## src/rtl/truth_table_sweeper.sv

```systemverilog
// truth_table_sweeper: walks every input code of a small combinational board,
// waits a programmable settle time per row, then compares the masked board
// response against the expected row. It accumulates a mismatch count, the
// first failing row, a pass flag and a rotating response signature.
//
// Handshake: start is a one-cycle request that is accepted only in IDLE or
// DONE. abort is honoured in every state and takes priority over start.
// busy is high from the accepting edge until the last row is sampled. done
// then rises and the results stay valid until the next accepted start, abort
// or reset.
module truth_table_sweeper #(
    parameter int NUM_IN        = 4,
    parameter int NUM_OUT       = 10,
    parameter int SETTLE_CYCLES = 4
) (
    input  logic               clk,
    input  logic               rst_n,
    input  logic               start,
    input  logic               abort,
    output logic [NUM_IN-1:0]  stim,
    input  logic [NUM_OUT-1:0] resp,
    input  logic [NUM_OUT-1:0] exp,
    input  logic [NUM_OUT-1:0] mask,
    output logic               busy,
    output logic               done,
    output logic               pass,
    output logic [NUM_IN:0]    err_count,
    output logic               fail_valid,
    output logic [NUM_IN-1:0]  first_fail,
    output logic [15:0]        sig,
    output logic [1:0]         dbg_state
);

    typedef enum logic [1:0] {
        IDLE   = 2'd0,
        SETTLE = 2'd1,
        DONE   = 2'd2
    } state_t;

    localparam int                 CNT_W    = (SETTLE_CYCLES > 1) ? $clog2(SETTLE_CYCLES) : 1;
    localparam logic [CNT_W-1:0]   CNT_LAST = CNT_W'(SETTLE_CYCLES - 1);
    localparam logic [CNT_W-1:0]   CNT_ONE  = CNT_W'(1);
    localparam logic [NUM_IN-1:0]  ROW_LAST = '1;
    localparam logic [NUM_IN-1:0]  ROW_ONE  = NUM_IN'(1);
    localparam logic [NUM_IN:0]    ERR_ONE  = (NUM_IN + 1)'(1);

    state_t              r_state, w_state_nxt;
    logic [CNT_W-1:0]    r_cnt, w_cnt_nxt;
    logic [NUM_IN-1:0]   r_stim, w_stim_nxt;
    logic                r_busy, w_busy_nxt;
    logic                r_done, w_done_nxt;
    logic                r_pass, w_pass_nxt;
    logic [NUM_IN:0]     r_err, w_err_nxt;
    logic                r_fail_valid, w_fail_valid_nxt;
    logic [NUM_IN-1:0]   r_first_fail, w_first_fail_nxt;
    logic [15:0]         r_sig, w_sig_nxt;

    logic                w_mis;
    logic [NUM_IN:0]     w_err_upd;
    logic [15:0]         w_resp_ext;

    // Masked compare of the current row and the masked response widened for the signature
    always_comb begin
        w_mis      = |((resp ^ exp) & mask);
        w_err_upd  = w_mis ? (r_err + ERR_ONE) : r_err;
        w_resp_ext = '0;
        w_resp_ext[NUM_OUT-1:0] = resp & mask;
    end

    // Next-state and result-update logic; abort overrides everything else
    always_comb begin
        w_state_nxt      = r_state;
        w_cnt_nxt        = r_cnt;
        w_stim_nxt       = r_stim;
        w_busy_nxt       = r_busy;
        w_done_nxt       = r_done;
        w_pass_nxt       = r_pass;
        w_err_nxt        = r_err;
        w_fail_valid_nxt = r_fail_valid;
        w_first_fail_nxt = r_first_fail;
        w_sig_nxt        = r_sig;

        if (abort) begin
            // Error history is kept for debug; only the sweep control is cleared
            w_state_nxt = IDLE;
            w_busy_nxt  = 1'b0;
            w_done_nxt  = 1'b0;
            w_pass_nxt  = 1'b0;
            w_stim_nxt  = '0;
            w_cnt_nxt   = '0;
        end else begin
            case (r_state)
                IDLE, DONE: begin
                    if (start) begin
                        w_state_nxt      = SETTLE;
                        w_stim_nxt       = '0;
                        w_err_nxt        = '0;
                        w_fail_valid_nxt = 1'b0;
                        w_first_fail_nxt = '0;
                        w_sig_nxt        = '0;
                        w_done_nxt       = 1'b0;
                        w_pass_nxt       = 1'b0;
                        w_busy_nxt       = 1'b1;
                        w_cnt_nxt        = '0;
                    end
                end
                SETTLE: begin
                    if (r_cnt == CNT_LAST) begin
                        // Sample edge: resp has had SETTLE_CYCLES edges to follow stim
                        w_sig_nxt = {r_sig[14:0], r_sig[15]} ^ w_resp_ext;
                        w_err_nxt = w_err_upd;
                        if (w_mis && !r_fail_valid) begin
                            w_fail_valid_nxt = 1'b1;
                            w_first_fail_nxt = r_stim;
                        end
                        if (r_stim == ROW_LAST) begin
                            // Last row: stim holds its final code while in DONE
                            w_state_nxt = DONE;
                            w_busy_nxt  = 1'b0;
                            w_done_nxt  = 1'b1;
                            w_pass_nxt  = (w_err_upd == '0);
                        end else begin
                            w_stim_nxt = r_stim + ROW_ONE;
                            w_cnt_nxt  = '0;
                        end
                    end else begin
                        w_cnt_nxt = r_cnt + CNT_ONE;
                    end
                end
                default: begin
                    w_state_nxt = IDLE;
                end
            endcase
        end
    end

    // State and result registers with asynchronous clear
    always_ff @(posedge clk or negedge rst_n) begin
        if (!rst_n) begin
            r_state      <= IDLE;
            r_cnt        <= '0;
            r_stim       <= '0;
            r_busy       <= 1'b0;
            r_done       <= 1'b0;
            r_pass       <= 1'b0;
            r_err        <= '0;
            r_fail_valid <= 1'b0;
            r_first_fail <= '0;
            r_sig        <= '0;
        end else begin
            r_state      <= w_state_nxt;
            r_cnt        <= w_cnt_nxt;
            r_stim       <= w_stim_nxt;
            r_busy       <= w_busy_nxt;
            r_done       <= w_done_nxt;
            r_pass       <= w_pass_nxt;
            r_err        <= w_err_nxt;
            r_fail_valid <= w_fail_valid_nxt;
            r_first_fail <= w_first_fail_nxt;
            r_sig        <= w_sig_nxt;
        end
    end

    assign stim       = r_stim;
    assign busy       = r_busy;
    assign done       = r_done;
    assign pass       = r_pass;
    assign err_count  = r_err;
    assign fail_valid = r_fail_valid;
    assign first_fail = r_first_fail;
    assign sig        = r_sig;
    assign dbg_state  = r_state;

endmodule
```

## config.mk

```make
export PLATFORM = sky130hd
export DESIGN_NAME = truth_table_sweeper
export DESIGN_NICKNAME = d
export VERILOG_FILES = /design/src/rtl/truth_table_sweeper.sv
export SDC_FILE = /design/constraint.sdc
export NUM_CORES = 1
export LEC_CHECK = 0
export CORE_ASPECT_RATIO = 1.4
export CORE_UTILIZATION = 40
export DETAILED_ROUTE_END_ITERATION = 16
export PLACE_DENSITY = 0.79
export REMOVE_ABC_BUFFERS = 1
export SETUP_SLACK_MARGIN = 0.2
export SYNTH_ARGS = -nofsm -noshare
export SYNTH_HDL_FRONTEND = slang
export SYNTH_SLANG_ARGS = --single-unit
```

## constraint.sdc

```tcl
create_clock -name clk -period 1.7 [get_ports clk]
set_input_delay 0.34 -clock clk [delete_from_list [all_inputs] [get_ports clk]]
set_output_delay 0.34 -clock clk [all_outputs]
set_load 0.01 [all_outputs]
```

## Yosys cells after proc, flatten, opt, wreduce, memory -nomap -nowiden

Index checks and enable logic that the tools add are counted.

| storage, ports and cells | value |
|---|---|
| register bits after elaboration | 37 |

| operators by class | value |
|---|---|
| add/subtract/negate cells | 3 |
| equality and inequality tests | 12 |
| multiplexer cells | 42 |
| bitwise gates (word level) | 5 |
| reduce and logical (&&, ||, !) cells | 14 |

Operator list:

| kind | count |
|---|---|
| $mux 16 | 2 |
| $pmux 16 s2 | 1 |
| $mux 4 | 6 |
| $and 10x10->10 | 2 |
| $mux 2 | 8 |
| $pmux 4 s2 | 2 |
| $xor 16x10->16 | 1 |
| $mux 5 | 3 |
| $mux 1 | 13 |
| $ne 3x3->1 const B | 4 |
| $reduce_and 4->1 | 3 |
| $pmux 5 s2 | 1 |
| $reduce_or 10->1 | 1 |
| $xor 10x10->10 | 1 |
| $pmux 1 s2 | 4 |
| $pmux 2 s2 | 2 |
| $ne 2x2->1 const B | 3 |
| $reduce_and 3->1 | 2 |
| $add 5x1->5 const B | 1 |
| $logic_not 5->1 | 1 |
| $reduce_and 5->1 | 1 |
| $add 4x1->4 const B | 1 |
| $eq 2x2->1 const B | 2 |
| $eq 4x4->1 const B | 1 |
| other kinds (10) | 10 |

## Longest topological paths before layout

Gate-level depths: netlist of the first run.

| depth | value |
|---|---|
| depth in word-level cells | 9 |
| depth in mapped cells | 7 |
| depth with buffers taken out | 6 |

## Worst setup path before layout of the first run

Ideal clock, no wire load.

| timing path | value |
|---|---|
| path type | input to register |
| start point | in exp[6] |
| end point | reg r_pass, in the netlist pass |
| setup time | 0.104 ns |
| data arrival time | 1.596 ns |
| setup slack | 0.000 ns |
| stages | 6 |
| buffers on the path | 0 |
| path through | xor2_1 -> a22oi_1 -> nand3_2 -> o2111ai_2 -> mux2_4 -> o41ai_2 |

| between the ends | value |
|---|---|
| cells in the longest elaborated chain, start to end | 9 |

Ends and longest elaborated chain:

| item | RTL line | text |
|---|---|---|
| start: declaration | 22 | `input logic [NUM_OUT-1:0] exp,` |
| $xor 10x10->10 | 64 | `w_mis = \|((resp ^ exp) & mask);` |
| $and 10x10->10 | 64 |  |
| $reduce_or 10->1 | 64 |  |
| $mux 5 | 65 | `w_err_upd = w_mis ? (r_err + ERR_ONE) : r_err;` |
| $logic_not 5->1 | 121 | `w_pass_nxt = (w_err_upd == '0);` |
| $mux 1 | 116 | `if (r_stim == ROW_LAST) begin` |
| $mux 1 | 108 | `if (r_cnt == CNT_LAST) begin` |
| $pmux 1 s2 | 92 | `case (r_state)` |
| $mux 1 | 83 | `if (abort) begin` |
| end signal: assignment | 156 | `r_pass <= w_pass_nxt;` |
| end: declaration | 52 | `logic r_pass, w_pass_nxt;` |

Every way passes these cells. The select of a mux whose other input is x is not followed.
A chain may end at the register's enable or synchronous reset.

## Final worst setup path of the first run

Ends and elaborated chain as after synthesis.

==> reports/metrics.cfg, run 1 <==
[run_status]
status = completed

[global_route]
grt_overflow = 0
antenna_found_initial = 0
grt_pass1_vias = 1915
gr-usage-all-layers_pct = 21.46
grt_pass1_wl_mm = 8.286
grt_max_degree = 38

[yosys]
synthTopCellsByCount = dfrtp_1, nand2_1, xor2_1, o21ai_0, a22o_1
synth_top_area_cell = dfrtp_1
synth_warnings = 0
ys_seq_area_share_pct = 47.65
synth_cells = 194
synth_cell_types = 41
ys_top_cells_by_area = dfrtp_1, xor2_1, nand2_1, a22o_1, o21ai_0
syn_area_per_cell_sq_um = 10.02
synth_top_area_share_pct = 47.65
synth-edff-count = 0
synth.cell_area_sq_um = 1943
async_flop_share_pct = 100.0
synth_flop_cell = dfrtp_1
yosysMostFrequentCell = dfrtp_1
synth_seq_cells = 37

[timing]
worst_pin_slew_ns = 0.2798
report.final.slew_viol_count = 0
rsz0062_at_grt = true
setup_viol = 0
setup_slack_ns = 0.02582
slew_headroom_pct = 81.29
max_freq_mhz = 597.3
hold_ws_ns = 0.4063
fin_crit_ns = 1.674
fin_crit_sh_pct = 98.48
hold_viol = 0
skew_ns = 0.006868

[routing]
via_count = 1891
ant_nets = 0
drt_wl_total_mm = 5.638
drt-initial-drc-count = 42
dr.pass1.iters = 4
drt-wirelength-per-cell_microns = 15.49
vias_per_cell = 5.195
post-route-drc-count = 0

[floorplanning]
core_region_area_sq_um = 4608
rows = 29
dieHeight_microns = 84.47
io_pins = 69
die-area_sq_um = 5144
die_w_microns = 60.91
start_util_pct = 42.17

[power_and_ir_drop]
power_leakage_nw = 1.598
irDropWorstVdd_v = 0.0004273
powerDensity_nw_per_um2 = 595.8

[critical_path]
crit_path_start_kind = input port
crit_required_ns = 1.89
worst-path-max-fanout = 3
end_kind = flip-flop
arrival_ns = 1.87
crit_type = input port to flip-flop

[placement]
hpwl_mm = 3.932
postPlaceCellArea_sq_um = 2877
io_buffer_count = 68
pre_cts_slack_ns = -0.5603
place.gp.congestion = 0.8810

[finish]
drive_above_1_share_pct = 33.44
fin_nets = 338
stdcell_area_sq_um = 3128
n_antenna_cell = 0
areaGrowthSynthToFinish_pct = 60.98

[clock_network]
cts.sinks = 37
cts_buffers = 5
htreeDepth = 2
clockBufferDepth = 2
clk_pin_slew_ns = 0.08
cts_root_buf = clkbuf_8
clk_latency_ns = 0.30
cts_tree = done

[flow_run]
maxCapViolations = 0

[worst_hold_path]
hp-class = input port to asynchronous set/reset pin

==> through the flow <==
| stage | utilization, % | cells | total power [W] | TNS (ns) |
|---|---|---|---|---|
| after floorplan | - | 187 | 0.001012 | -1.061 |
| after global placement | 62.42 | 343 | 0.001191 | -6.375 |
| after detailed placement | 62.42 | 343 | 0.001197 | -7.628 |
| after CTS | 65.22 | 360 | 0.001821 | 0 |
| after global routing | 67.88 | 364 | 0.001932 | -0.04915 |
| final | 67.88 | 364 | 0.001864 | 0 |
==> sequential cells by signal (all words and copies together), names as in the netlist <==
signal,cells
stim,4
first_fail,4
sig,16
err_count,5
done,1
busy,1
fail_valid,1
r_cnt,2
pass,1
dbg_state,2
==> layer usage <==
metal	routed length, microns	GRT usage [%]
met1	2130	22.19
met2	3088	41.06
met3	351	4.314
met4	66	6.405
met5	0	0
==> kinds of logic after synthesis <==
kind of cell / after synthesis / synth area share [%]
multiplexers: 3 / 1.803
flip-flops: 37 / 47.65
adder cells (fa/ha/maj): 3 / 1.932
AO/OA/AOI/OAI: 57 / 21.51
buffers and inverters: 14 / 3.027
AND/OR/NAND/NOR: 59 / 14.62
XOR/XNOR: 21 / 9.466
==> cell usage in the layout (no fill, tap or decap), drive strengths merged, types with 3 or more instances in the layout <==
| master | count |
|---|---|
| ha | 3 |
| dfrtp | 37 |
| xor2 | 21 |
| a22oi | 6 |
| nor3 | 3 |
| nand3 | 3 |
| nand2 | 30 |
| a22o | 11 |
| nor2 | 11 |
| buf | 52 |
| o21ai | 17 |
| clkbuf | 12 |
| dlygate4sd2 | 45 |
| o22ai | 3 |
| a21oi | 7 |
| o2111ai | 3 |
| inv | 7 |
==> where the power goes <==
part	total, W	switching [W]	internal [W]
sequential	0.000894	0.00000770	0.000887
combinational	0.000345	0.000167	0.000178
clock	0.000624	0.000341	0.000283
==> final timing paths <==
path	from	endpoint	slack, ns	cells past startpoint
worst max register to register	err_count[1]	pass	0.05	6
max in group asynchronous	rst_n	stim[2]	1.08	2
min in group clk	resp[7]	sig[7]	0.42	4
worst min-delay path	rst_n	sig[5]	0.41	2
worst max-delay path	exp[6]	pass	0.03	7
worst min register to register	first_fail[1]	first_fail[1]	0.51	1
==> layout make-up <==
class	count	area [sq um]
inverters	7	26.28
clock buffers	5	68.82
fillers	383	1480
well taps	62	77.57
clock inverters	3	17.52
flip-flops and latches	37	928.4
repair buffers	107	902.1
multi-input cells	143	1107
==> critical path, cell delays in order <==
cell and delay, ns:
buf_6 0.10, xor2_2 0.16, a22oi_2 0.20, nand3_2 0.16, o2111ai_4 0.24, mux2_4 0.33
o41ai_2 0.34
==> repair_timing <==
item / in CTS / in global routing
pin swaps: 27 / 27
endpoints found under the setup margin: 58 / 29
resized for setup: 131 / 40
cloned: 0 / 0
hold buffers: 0 / 0
setup buffers: 9 / 4
Power figures use the tool's default switching activity.
==> inputs of run 2 (changes only) <==
--- a/config.mk
+++ b/config.mk
@@ -7,6 +7,7 @@
 export LEC_CHECK = 0
 export CORE_ASPECT_RATIO = 1.4
 export CORE_UTILIZATION = 40
+export CTS_CLUSTER_SIZE = 12
 export DETAILED_ROUTE_END_ITERATION = 16
 export PLACE_DENSITY = 0.79
 export REMOVE_ABC_BUFFERS = 1
==> results of run 2 <==
No change in the layout: final DEF, timing and power equal those of run 1.
